--- src/rtl/kamacore_pkg.sv ---
// Shared definitions for the kamacore branch path: widths, B-type encodings
// and the branch controller state enum.
package kamacore_pkg;

    localparam int CPU_WIDTH  = 32;
    localparam int ADDR_WIDTH = 32;

    localparam logic [6:0] OPCODE_SB_TYPE = 7'b1100011;

    localparam logic [2:0] FUNCT3_BEQ  = 3'b000;
    localparam logic [2:0] FUNCT3_BNE  = 3'b001;
    localparam logic [2:0] FUNCT3_BLT  = 3'b100;
    localparam logic [2:0] FUNCT3_BGE  = 3'b101;
    localparam logic [2:0] FUNCT3_BLTU = 3'b110;
    localparam logic [2:0] FUNCT3_BGEU = 3'b111;

    typedef enum logic [1:0] {
        IDLE     = 2'd0,
        EVAL     = 2'd1,
        REDIRECT = 2'd2,
        FLUSH    = 2'd3
    } branch_ctrl_state_t;

endpackage

--- src/rtl/kamacore_branching_unit.sv ---
// Combinational branch evaluator: decides taken/not-taken for a B-type
// instruction and extracts its sign-extended byte offset.
module kamacore_branching_unit
    import kamacore_pkg::*;
#(
    parameter int CPU_WIDTH  = 32,
    parameter int ADDR_WIDTH = 32
) (
    input  logic [CPU_WIDTH-1:0]  instruction,
    input  logic [CPU_WIDTH-1:0]  source1,
    input  logic [CPU_WIDTH-1:0]  source2,
    output logic                  branch_valid,
    output logic [ADDR_WIDTH-1:0] branch_offset
);

    logic [6:0]  opcode;
    logic [2:0]  funct3;
    logic [12:0] imm;
    logic        is_eq;
    logic        is_lt;
    logic        is_ltu;

    assign opcode = instruction[6:0];
    assign funct3 = instruction[14:12];
    assign imm    = {instruction[31], instruction[7], instruction[30:25],
                     instruction[11:8], 1'b0};

    assign branch_offset = {{(ADDR_WIDTH-13){imm[12]}}, imm};

    assign is_eq  = (source1 == source2);
    assign is_lt  = ($signed(source1) < $signed(source2));
    assign is_ltu = (source1 < source2);

    // Unknown funct3 values fall through to not-taken.
    always_comb begin
        branch_valid = 1'b0;
        if (opcode == OPCODE_SB_TYPE) begin
            case (funct3)
                FUNCT3_BEQ:  branch_valid = is_eq;
                FUNCT3_BNE:  branch_valid = !is_eq;
                FUNCT3_BLT:  branch_valid = is_lt;
                FUNCT3_BGE:  branch_valid = !is_lt;
                FUNCT3_BLTU: branch_valid = is_ltu;
                FUNCT3_BGEU: branch_valid = !is_ltu;
                default:     branch_valid = 1'b0;
            endcase
        end
    end

endmodule

--- src/rtl/kamacore_branch_controller.sv ---
// Branch resolution sequencer: accepts a request, evaluates it, redirects
// fetch on taken branches, holds flush, and keeps outcome statistics.
//
// state    | meaning
// IDLE     | ready for a new branch request
// EVAL     | latched request evaluated, resolve pulse, target registered
// REDIRECT | redirect offered to fetch, flush asserted
// FLUSH    | post-redirect flush hold, counting down
module kamacore_branch_controller
    import kamacore_pkg::*;
#(
    parameter int CPU_WIDTH    = 32,
    parameter int ADDR_WIDTH   = 32,
    parameter int FLUSH_CYCLES = 2,
    parameter int CNT_WIDTH    = 16
) (
    input  logic                  clk,
    input  logic                  rst,
    input  logic                  req_valid,
    output logic                  req_ready,
    input  logic [ADDR_WIDTH-1:0] req_pc,
    input  logic [CPU_WIDTH-1:0]  req_instruction,
    input  logic [CPU_WIDTH-1:0]  req_source1,
    input  logic [CPU_WIDTH-1:0]  req_source2,
    output logic                  resolve_valid,
    output logic                  resolve_taken,
    output logic                  redirect_valid,
    input  logic                  redirect_ready,
    output logic [ADDR_WIDTH-1:0] redirect_pc,
    output logic                  flush,
    output logic                  stall,
    input  logic                  count_clear,
    output logic [CNT_WIDTH-1:0]  taken_count,
    output logic [CNT_WIDTH-1:0]  resolved_count
);

    localparam int FLUSH_W = (FLUSH_CYCLES > 1) ? $clog2(FLUSH_CYCLES) : 1;
    localparam logic [FLUSH_W-1:0] FLUSH_LOAD =
        (FLUSH_CYCLES > 0) ? FLUSH_W'(FLUSH_CYCLES - 1) : '0;

    branch_ctrl_state_t state;
    branch_ctrl_state_t state_next;

    logic [ADDR_WIDTH-1:0] lat_pc;
    logic [CPU_WIDTH-1:0]  lat_instruction;
    logic [CPU_WIDTH-1:0]  lat_source1;
    logic [CPU_WIDTH-1:0]  lat_source2;
    logic [ADDR_WIDTH-1:0] target;
    logic [FLUSH_W-1:0]    flush_cnt;
    logic                  branch_valid;
    logic [ADDR_WIDTH-1:0] branch_offset;

    kamacore_branching_unit #(
        .CPU_WIDTH  (CPU_WIDTH),
        .ADDR_WIDTH (ADDR_WIDTH)
    ) u_branching_unit (
        .instruction   (lat_instruction),
        .source1       (lat_source1),
        .source2       (lat_source2),
        .branch_valid  (branch_valid),
        .branch_offset (branch_offset)
    );

    always_ff @(posedge clk or posedge rst) begin
        if (rst) begin
            state <= IDLE;
        end else begin
            state <= state_next;
        end
    end

    always_comb begin
        state_next = state;
        case (state)
            IDLE:     if (req_valid) state_next = EVAL;
            EVAL:     state_next = branch_valid ? REDIRECT : IDLE;
            REDIRECT: if (redirect_ready) state_next = (FLUSH_CYCLES == 0) ? IDLE : FLUSH;
            FLUSH:    if (flush_cnt == '0) state_next = IDLE;
            default:  state_next = IDLE;
        endcase
    end

    always_comb begin
        req_ready      = (state == IDLE);
        resolve_valid  = (state == EVAL);
        resolve_taken  = (state == EVAL) && branch_valid;
        redirect_valid = (state == REDIRECT);
        redirect_pc    = (state == REDIRECT) ? target : '0;
        flush          = (state == REDIRECT) || (state == FLUSH);
        stall          = (state != IDLE);
    end

    // Request fields are captured once so the requester may change them after accept.
    always_ff @(posedge clk or posedge rst) begin
        if (rst) begin
            lat_pc          <= '0;
            lat_instruction <= '0;
            lat_source1     <= '0;
            lat_source2     <= '0;
            target          <= '0;
            flush_cnt       <= '0;
        end else begin
            if (state == IDLE && req_valid) begin
                lat_pc          <= req_pc;
                lat_instruction <= req_instruction;
                lat_source1     <= req_source1;
                lat_source2     <= req_source2;
            end
            if (state == EVAL) begin
                target <= lat_pc + branch_offset;
            end
            if (state == REDIRECT && redirect_ready) begin
                flush_cnt <= FLUSH_LOAD;
            end else if (state == FLUSH && flush_cnt != '0) begin
                flush_cnt <= flush_cnt - 1'b1;
            end
        end
    end

    // Clear takes priority over a coincident increment.
    always_ff @(posedge clk or posedge rst) begin
        if (rst) begin
            taken_count    <= '0;
            resolved_count <= '0;
        end else if (count_clear) begin
            taken_count    <= '0;
            resolved_count <= '0;
        end else if (state == EVAL) begin
            resolved_count <= resolved_count + 1'b1;
            if (branch_valid) begin
                taken_count <= taken_count + 1'b1;
            end
        end
    end

endmodule

--- config.mk ---
export PLATFORM = sky130hd
export DESIGN_NAME = kamacore_branch_controller
export DESIGN_NICKNAME = d
export VERILOG_FILES = /design/src/rtl/kamacore_pkg.sv /design/src/rtl/kamacore_branching_unit.sv /design/src/rtl/kamacore_branch_controller.sv
export SDC_FILE = /design/constraint.sdc
export NUM_CORES = 1
export LEC_CHECK = 0
export CORE_ASPECT_RATIO = 1.2
export CORE_MARGIN = 2
export CORE_UTILIZATION = 56
export DETAILED_ROUTE_END_ITERATION = 16
export PLACE_DENSITY = 0.95
export SETUP_SLACK_MARGIN = 0.4
export SLEW_MARGIN = 20
export SYNTH_ARGS = -nofsm -noshare
export SYNTH_HDL_FRONTEND = slang
export SYNTH_SLANG_ARGS = --single-unit
--- constraint.sdc ---
create_clock -name clk -period 13.5 [get_ports clk]
set_clock_uncertainty 0.2 [all_clocks]
set_input_delay 1.35 -clock clk [delete_from_list [all_inputs] [get_ports clk]]
set_output_delay 1.35 -clock clk [all_outputs]
set_load 0.02 [all_outputs]
==> qor.yml, run 1 <==
nets: 1319
ir_worst_vdd_mv: 0.09483
p_int_w: 0.001134
multi_input_area_um2: 4806
clkPwrFrac: 0.308
fin_tns_setup_ns: 0
dp.cells: 1318
grt_first_pass_wirelength_um: 39610
syn_area_um2: 9746
crit_path_max_fanout: 4
cts_tree: "built"
startpoint: "lat_source1[23]"
clk_pin_slew_worst_paths_ns: 0.08
ctsResizeCount: 0
slew_viol_final: 0
place_hpwl_um: 17000
worst_hold_path_type: "flip-flop to flip-flop"
die_x_um: 124.4
syn_area_per_cell_um2: 10.32
maxSlewHeadroom: 0.3320
reg2reg_depth: 10
drt-total-wl_um: 24300
design_area_um2: 12460
synth.ff_latch_count: 185
synth_flop_cell: "dfrtp_1"
cp-end-kind: "output pin"
power.leakage_nw: 5.445
synth.most_common_cell: "dfrtp_1"
p_per_area_nw_per_um2: 134.9
worst_pin_slew_ns: 1.002
timing.final.crit_share: 0.3913
ant_nets: 0
startpoint_type: "flip-flop"
ys_top_cells_by_area: "dfrtp_1 48%, mux2_2 9.9%, ha_1 8.2%"
synthArstFlopShare: 1.000
area_growth_pct: 27.87
hp-start: "target[5]"
synth_nets: 1142
ctsHoldBuffers: 0
place_congestion: 0.8833
outcome: "completed"
fmax_mhz: 189.3
synthTopCellsByCount: "185 x dfrtp_1, 96 x nand2_1, 86 x mux2_2"
setup_violations: 0
io_pins: 203
period_needed_ns: 5.282
grt_use_total: 0.2669
critPathKind: "flip-flop to output pin"
post_drt_via_cell_ratio: 5.847
dr.pass1.iters: 5
die_h_um: 148.5
comb_power_share: 0.272
p_total_w: 0.001681
switchingPower_w: 0.0005467
start_util: 0.5739
placed_area_um2: 11830
insertion_delay_ns: 0.43
r2r_setup_slack_ns: 9.48
hold_viol: 0
ys_types: 54
yosysSeqAreaShare: 0.4750
cts_buffers: 17
core_area_um2: 16980
clock-root-buffer: "clkbuf_16"
register_area_um2: 4629
drv_cap: 0
hold_end: "target[5]"
utilization: 0.7339
rows: 52
synthCells: 944
synth.top_cell.area_share: 0.4750
port-buffer-count: 192
rsz0062_at_grt: "no"
sw_frac_of_total: 0.3252
cts_buffer_depth: 2
cts_sinks: 185
fin_cells: 1354
postCtsSetupBuffers: 0
ys_warn_count: 0
htree_levels: 4
antenna_found_initial: 4
rr_endpoint: "target[29]"
n_fill_cell: 1114
grt_start_max_net_pins: 118
critical_path_required_ns: 11.95
dieArea_um2: 18480
drc: 0
hold_path_depth: 2
grt_pass1_vias: 8125
seqPwrFrac: 0.419
drtIter0Drc: 601
r2r-start: "lat_instruction[31]"
gr-total-overflow: 0
synth.largest_area_cell: "dfrtp_1"
wire_per_inst_um: 17.95
drive_gt1_frac: 0.1208
synth_edf_count: 0
crit_arrival_ns: 3.73
vias: 7917
[registers in the layout, indices dropped and copies added, names as in the netlist, named ones only]
register         count
flush_cnt            1
taken_count         16
resolved_count      16
lat_instruction     22
lat_pc              32
lat_source1         32
lat_source2         32
target              32
state                1
[critical path, cell delays in order (launching register included)]
cell and delay (ns):
dfrtp_1 0.40, ha_1 0.33, nand4_1 0.17, nor4_1 0.53
nand3_1 0.16, xor2_1 0.18, or3_1 0.32, o311a_1 0.18
a31oi_1 0.33, clkdlybuf4s50_1 0.71
[stage by stage]
step / hold WS, ns / setup slack, ns
global route: 0.2979 / 8.039
floorplan: 0.2304 / 6.921
detailed placement: 0.2576 / 8.750
finish: 0.2669 / 8.218
global placement: 0.2451 / 8.702
CTS: 0.2723 / 8.244
[cell usage in the layout, fill, tap and decap left out, types with 4 or more instances in the layout]
master | synthesis | routed
nand2_1 | 96 | 96
or2_2 | 5 | 5
nor4_1 | 4 | 4
clkdlybuf4s50_1 | 0 | 191
inv_1 | 46 | 45
and2_1 | 35 | 34
nand2b_1 | 6 | 5
nor2b_1 | 9 | 8
mux2_2 | 86 | 86
clkbuf_16 | 0 | 17
o31ai_1 | 14 | 14
inv_6 | 0 | 4
clkinv_8 | 0 | 5
diode_2 | 0 | 4
o21a_1 | 5 | 5
and4_1 | 4 | 4
nand3_1 | 23 | 23
dfrtp_1 | 185 | 185
o211ai_1 | 5 | 5
a21oi_1 | 47 | 47
xor2_1 | 27 | 27
ha_1 | 64 | 64
or3_1 | 5 | 5
inv_8 | 0 | 4
a211oi_1 | 4 | 4
xnor2_1 | 13 | 13
nor3_1 | 14 | 14
nand4_1 | 14 | 14
and3_1 | 7 | 7
o21ai_0 | 83 | 83
a21o_1 | 28 | 28
nor2_1 | 34 | 34
or4_1 | 9 | 9
[logic make-up after synthesis]
family,after synthesis,share of synthesized area
AOI/OAI and AO/OA,208,0.1280
xor gates and xnor gates,40,0.03595
adders and majority gates,65,0.08422
buffers and inverters,84,0.03312
DFF,185,0.4750
muxes,87,0.1005
and+or+nand+nor,275,0.1431
[cell type report]
| type | instances | area share |
|---|---|---|
| inverters | 47 | 0.01476 |
| repair buffers | 195 | 0.1556 |
| well taps | 216 | 0.02169 |
| diodes | 4 | 0.0008032 |
| multi-input cells | 675 | 0.3856 |
| clock inverters | 15 | 0.01586 |
| clock buffers | 17 | 0.03414 |
| flip-flops and latches | 185 | 0.3715 |
[worst max path at each step]
| stage | end | slack [ns] | depth (start not counted) |
|---|---|---|---|
| CTS | resolve_taken | 8.24 | 9 |
| detailed placement | resolve_taken | 8.75 | 9 |
| finish | resolve_taken | 8.22 | 9 |
| floorplan | async pin | 6.92 | 1 |
| global placement | resolve_taken | 8.70 | 6 |
| global route | resolve_taken | 8.04 | 9 |
[routing by layer]
| metal | share of wire | up-vias | GRT usage |
|---|---|---|---|
| met3 | 0.047 | 61 | 0.05899 |
| met2 | 0.52 | 251 | 0.4822 |
| met1 | 0.39 | 3913 | 0.3026 |
| met5 | 0 | - | 0 |
| li1 | - | 3692 | - |
| met4 | 0.040 | 0 | 0.1208 |
[power by group through the flow]
stage                     clock, W  sequential, W  combinational, W
after global routing      0.000546       0.000716          0.000511
after detailed placement         0       0.000715          0.000445
final                     0.000518       0.000705          0.000458
after floorplan                  0       0.000695          0.000331
after global placement           0       0.000707          0.000419
after CTS                 0.000523       0.000705          0.000455
(Power assumes the default switching activity.)
==> run 2: changes to the inputs <==
--- a/config.mk
+++ b/config.mk
@@ -7,9 +7,9 @@
 export LEC_CHECK = 0
 export CORE_ASPECT_RATIO = 1.2
 export CORE_MARGIN = 2
-export CORE_UTILIZATION = 56
+export CORE_UTILIZATION = 52
 export DETAILED_ROUTE_END_ITERATION = 16
-export PLACE_DENSITY = 0.95
+export PLACE_DENSITY = 0.9
 export SETUP_SLACK_MARGIN = 0.4
 export SLEW_MARGIN = 20
 export SYNTH_ARGS = -nofsm -noshare
==> constraint.sdc (replaced) <==
create_clock -name clk -period 5.5 [get_ports clk]
set_clock_uncertainty 0.2 [all_clocks]
set_input_delay 0.55 -clock clk [delete_from_list [all_inputs] [get_ports clk]]
set_output_delay 0.55 -clock clk [all_outputs]
set_load 0.02 [all_outputs]
==> qor.yml, run 2 (synthesis results as in run 1) <==
cts_buffers: 17
dieArea_um2: 19860
placed_area_um2: 11920
critical_path_required_ns: 4.75
cts_buffer_depth: 2
rows: 54
mostFrequentLayoutCell: "clkdlybuf4s50_1"
htree_levels: 4
design_area_um2: 12520
die_h_um: 154.0
outcome: "completed"
slew_viol_final: 0
start_util: 0.5323
grt_first_pass_wirelength_um: 37720
reg2reg_depth: 10
rsz0062_at_grt: "no"
utilization: 0.6839
fin_tns_setup_ns: 0
period_needed_ns: 4.396
worst_pin_slew_ns: 0.7042
final_cell_mix: "192 x clkdlybuf4s50_1, 185 x dfrtp_1, 96 x nand2_1, 86 x mux2_2, 83 x o21ai_0"
postCtsSetupBuffers: 0
dr.pass1.iters: 5
crit_path_max_fanout: 4
cp-end-kind: "output pin"
port-buffer-count: 192
clk_pin_slew_worst_paths_ns: 0.07
r2r_setup_slack_ns: 1.78
io_pins: 203
die_x_um: 129.0
ctsHoldBuffers: 0
max_stage_delay_ns: 0.70
gr-total-overflow: 0
drc: 0
drive_gt1_frac: 0.1213
post_drt_via_cell_ratio: 5.548
grt_start_max_net_pins: 186
area_growth_pct: 28.49
maxSlewHeadroom: 0.5265
crit_family: "compound AO/OA/AOI/OAI gates"
power.leakage_nw: 5.438
crit_path_top_delay_cell: "clkdlybuf4s50_1"
hold_end: "target[0]"
p_total_w: 0.004016
core_area_um2: 18310
drtIter0Drc: 539
vias: 7728
insertion_delay_ns: 0.43
crit_arrival_ns: 3.65
timing.final.crit_share: 0.7993
worst_hold_path_type: "flip-flop to flip-flop"
rr_endpoint: "target[29]"
wire_per_inst_um: 16.49
r2r-start: "lat_instruction[31]"
clock-root-buffer: "clkbuf_16"
ctsResizeCount: 0
hold_path_depth: 2
ant_nets: 0
drv_cap: 0
place_congestion: 0.8824
antenna_found_initial: 3
drt-total-wl_um: 22980
critPathKind: "flip-flop to output pin"
startpoint_type: "flip-flop"
grt_pass1_vias: 7838
hp-start: "lat_pc[0]"
setup_violations: 0
grt_use_total: 0.2387
hold_viol: 0
p_per_area_nw_per_um2: 320.7
ir_worst_vdd_mv: 0.2045
n_fill_cell: 1333
cpMostUsedCell: "a21o_1"
place_hpwl_um: 16210
fmax_mhz: 227.5
critPathBufInv: 1
crit_chain: "ha_1 -> a21o_1 -> a21o_1 -> a21oi_1 -> o31ai_1 -> or2_1 -> or4_4 -> a31oi_1 -> clkdlybuf4s50_1"
nets: 1323
cts_tree: "built"
cts_sinks: 185
run 2: cell types whose count changed in the layout (fill, tap and decap cells not counted), sizes merged:
| cell | change |
|---|---|
| clkinv | -5 |
| clkinvlp | +5 |
| buf | +3 |
| clkbuf | +3 |
| inv | -2 |
| bufinv | -1 |
| clkdlybuf4s50 | +1 |
| diode | -1 |
run 2: final cells by class:
| type | count | area (um2) | area share |
|---|---|---|---|
| multi-input cells | 675 | 4806 | 0.3838 |
| flip-flops and latches | 185 | 4629 | 0.3697 |
| repair buffers | 199 | 2019 | 0.1613 |
| clock buffers | 20 | 456.7 | 0.03647 |
| well taps | 252 | 315.3 | 0.02518 |
| inverters | 47 | 180.2 | 0.01439 |
| clock inverters | 12 | 107.6 | 0.008593 |
| diodes | 3 | 7.507 | 0.0005995 |
run 2: worst max path at each step:
stage | startpoint | to | slack (ns) | cells after the start
final | lat_source1[17] | resolve_taken | 1.10 | 9
after global routing | lat_source1[23] | resolve_taken | 0.98 | 9
after CTS | lat_source1[17] | resolve_taken | 1.09 | 9
after detailed placement | lat_source1[17] | resolve_taken | 1.59 | 9
after global placement | lat_source1[17] | resolve_taken | 1.63 | 9
after floorplan | lat_instruction[31] | target[29] | 2.12 | 10
run 2: where the power goes:
group	leakage, nW	switching [W]	internal [W]
Combinational	2.89	0.000579	0.000534
Clock	0.266	0.000565	0.000618
Sequential	2.28	0.000126	0.00159
Total	5.44	0.00127	0.00275
run 2: per-stage QoR:
| stage | hold slack, ns | worst slack [ns] | instances |
|---|---|---|---|
| final | 0.2654 | 1.104 | 1393 |
| after global routing | 0.3031 | 0.9797 | 1393 |
| after CTS | 0.2735 | 1.093 | 1389 |
| after detailed placement | 0.2568 | 1.591 | 1357 |
| after global placement | 0.2460 | 1.627 | 1357 |
| after floorplan | 0.2304 | 2.118 | 944 |
run 2: metal layers:
layer | up-vias | track usage | share of wire
met5 | - | 0 | 0
met4 | 0 | 0.1175 | 0.040
met3 | 58 | 0.04558 | 0.041
met2 | 221 | 0.4029 | 0.51
met1 | 3748 | 0.2917 | 0.41
li1 | 3701 | - | -
run 2: worst min-delay path, stage by stage, from the launching register on:
cell and delay [ns]:
dfrtp_1 0.34, nand2_1 0.05, nand2_1 0.05
==> run 3: changes to the inputs <==
--- a/config.mk
+++ b/config.mk
@@ -7,9 +7,9 @@
 export LEC_CHECK = 0
 export CORE_ASPECT_RATIO = 1.2
 export CORE_MARGIN = 2
-export CORE_UTILIZATION = 52
+export CORE_UTILIZATION = 47
 export DETAILED_ROUTE_END_ITERATION = 16
-export PLACE_DENSITY = 0.9
+export PLACE_DENSITY = 0.86
 export SETUP_SLACK_MARGIN = 0.4
 export SLEW_MARGIN = 20
 export SYNTH_ARGS = -nofsm -noshare
==> constraint.sdc (replaced) <==
create_clock -name clk -period 3.92 [get_ports clk]
set_clock_uncertainty 0.2 [all_clocks]
set_input_delay 0.392 -clock clk [delete_from_list [all_inputs] [get_ports clk]]
set_output_delay 0.392 -clock clk [all_outputs]
set_load 0.02 [all_outputs]
==> qor.yml, run 3 (synthesis results as in run 1) <==
outcome: "completed"
wire_per_inst_um: 16.20
io_pins: 203
rsz0062_at_grt: "yes"
port-buffer-count: 192
start_util: 0.4795
r2r-start: "lat_source1[25]"
placed_area_um2: 11970
drtIter0Drc: 340
die_h_um: 161.7
reg2reg_depth: 10
crit_path_max_fanout: 4
ir_worst_vdd_mv: 0.3029
hp-start: "target[23]"
worst_slack_ns: 0.4281
post_drt_via_cell_ratio: 5.409
drc: 0
p_per_area_nw_per_um2: 453.9
grt_use_total: 0.2166
holdWs_ns: 0.2699
place_ws_ns: 0.1853
final_cell_mix: "191 x clkdlybuf4s50_1, 184 x dfrtp_1, 96 x nand2_1, 86 x mux2_2, 81 x o21ai_0"
cts_tree: "built"
clock-root-buffer: "clkbuf_16"
core_area_um2: 20330
antenna_found_initial: 3
startpoint: "lat_source1[25]"
timing.final.crit_share: 0.8908
grt_first_pass_wirelength_um: 38120
startpoint_type: "flip-flop"
power.leakage_nw: 5.520
r2r_setup_slack_ns: 0.51
rr_endpoint: "taken_count[9]"
dr.pass1.iters: 5
vias: 7649
drive_gt1_frac: 0.1386
hold_path_depth: 2
mostFrequentLayoutCell: "clkdlybuf4s50_1"
gr-total-overflow: 0
nets: 1332
drt-total-wl_um: 22910
clk_pin_slew_worst_paths_ns: 0.08
fmax_mhz: 286.4
cts_buffers: 17
place_hpwl_um: 16740
area_growth_pct: 30.39
htree_levels: 4
period_needed_ns: 3.492
hold_viol: 0
cp-end-kind: "output pin"
slew_viol_final: 0
insertion_delay_ns: 0.44
hold_end: "target[23]"
maxSlewHeadroom: 0.4817
p_total_w: 0.005768
rows: 57
worst_pin_slew_ns: 0.7774
dieArea_um2: 21910
setup_violations: 0
drv_cap: 0
design_area_um2: 12710
fin_tns_setup_ns: 0
cts_sinks: 185
worst_hold_path_type: "flip-flop to flip-flop"
die_x_um: 135.5
critPathKind: "flip-flop to output pin"
critical_path_required_ns: 3.33
ant_nets: 0
grt_start_max_net_pins: 86
crit_arrival_ns: 2.90
place_congestion: 0.8487
grt_pass1_vias: 7930
cts_buffer_depth: 2
[run 3: area by class of cell]
cell class / count / area (um2)
Clock inverter: 15 / 198.9
Clock buffer: 17 / 425.4
Antenna cell: 2 / 5.005
Timing Repair Buffer: 208 / 2062
Multi-Input combinational cell: 675 / 4870
Inverter: 47 / 183.9
Fill cell: 1659 / 7619
Tap cell: 265 / 331.6
Sequential cell: 185 / 4631
[run 3: timing repair]
action / in CTS / in global routing
cloned: 0 / 0
pin swaps: 2 / 3
endpoints found under the setup margin: 3 / 16
endpoints found under the hold margin: 1 / 0
setup buffers: 1 / 1
hold buffers: 1 / 0
resized for setup: 12 / 11
[run 3: power by group]
group / leakage [nW] / switching [W] / total, W / internal [W]
clock: 0.301 / 0.000882 / 0.00176 / 0.000879
sequential: 2.28 / 0.000178 / 0.00241 / 0.00224
combinational: 2.94 / 0.000826 / 0.00159 / 0.000767
total: 5.52 / 0.00189 / 0.00577 / 0.00388
[run 3: per-stage QoR]
step / instances / utilization
floorplan: 944 / -
global placement: 1377 / 0.5891
detailed placement: 1377 / 0.5891
CTS: 1411 / 0.6220
global route: 1414 / 0.6252
finish: 1414 / 0.6252
[run 3: routing by layer]
metal / vias up / share of wire / track usage
met4: 2 / 0.031 / 0.09044
met2: 185 / 0.51 / 0.3745
met5: - / 0.00057 / 0
met3: 42 / 0.045 / 0.04245
li1: 3718 / - / -
met1: 3702 / 0.41 / 0.2643
[run 3: how the worst max path moves through the flow]
stage,end,slack [ns],cells past startpoint
2_1_floorplan,target[29],0.54,10
3_3_place_gp,resolve_taken,0.24,9
3_5_place_dp,resolve_taken,0.19,9
4_1_cts,resolve_taken,0.39,8
5_1_grt,resolve_taken,0.32,9
6_report,resolve_taken,0.43,9
[run 3: worst max-delay path: stages, from the launching register on]
cell	delay (ns)
dfrtp_1	0.39
ha_1	0.32
a21o_1	0.19
a21o_1	0.20
a21oi_2	0.14
o22ai_1	0.13
or2_1	0.29
or4_4	0.48
a31oi_4	0.18
buf_6	0.15
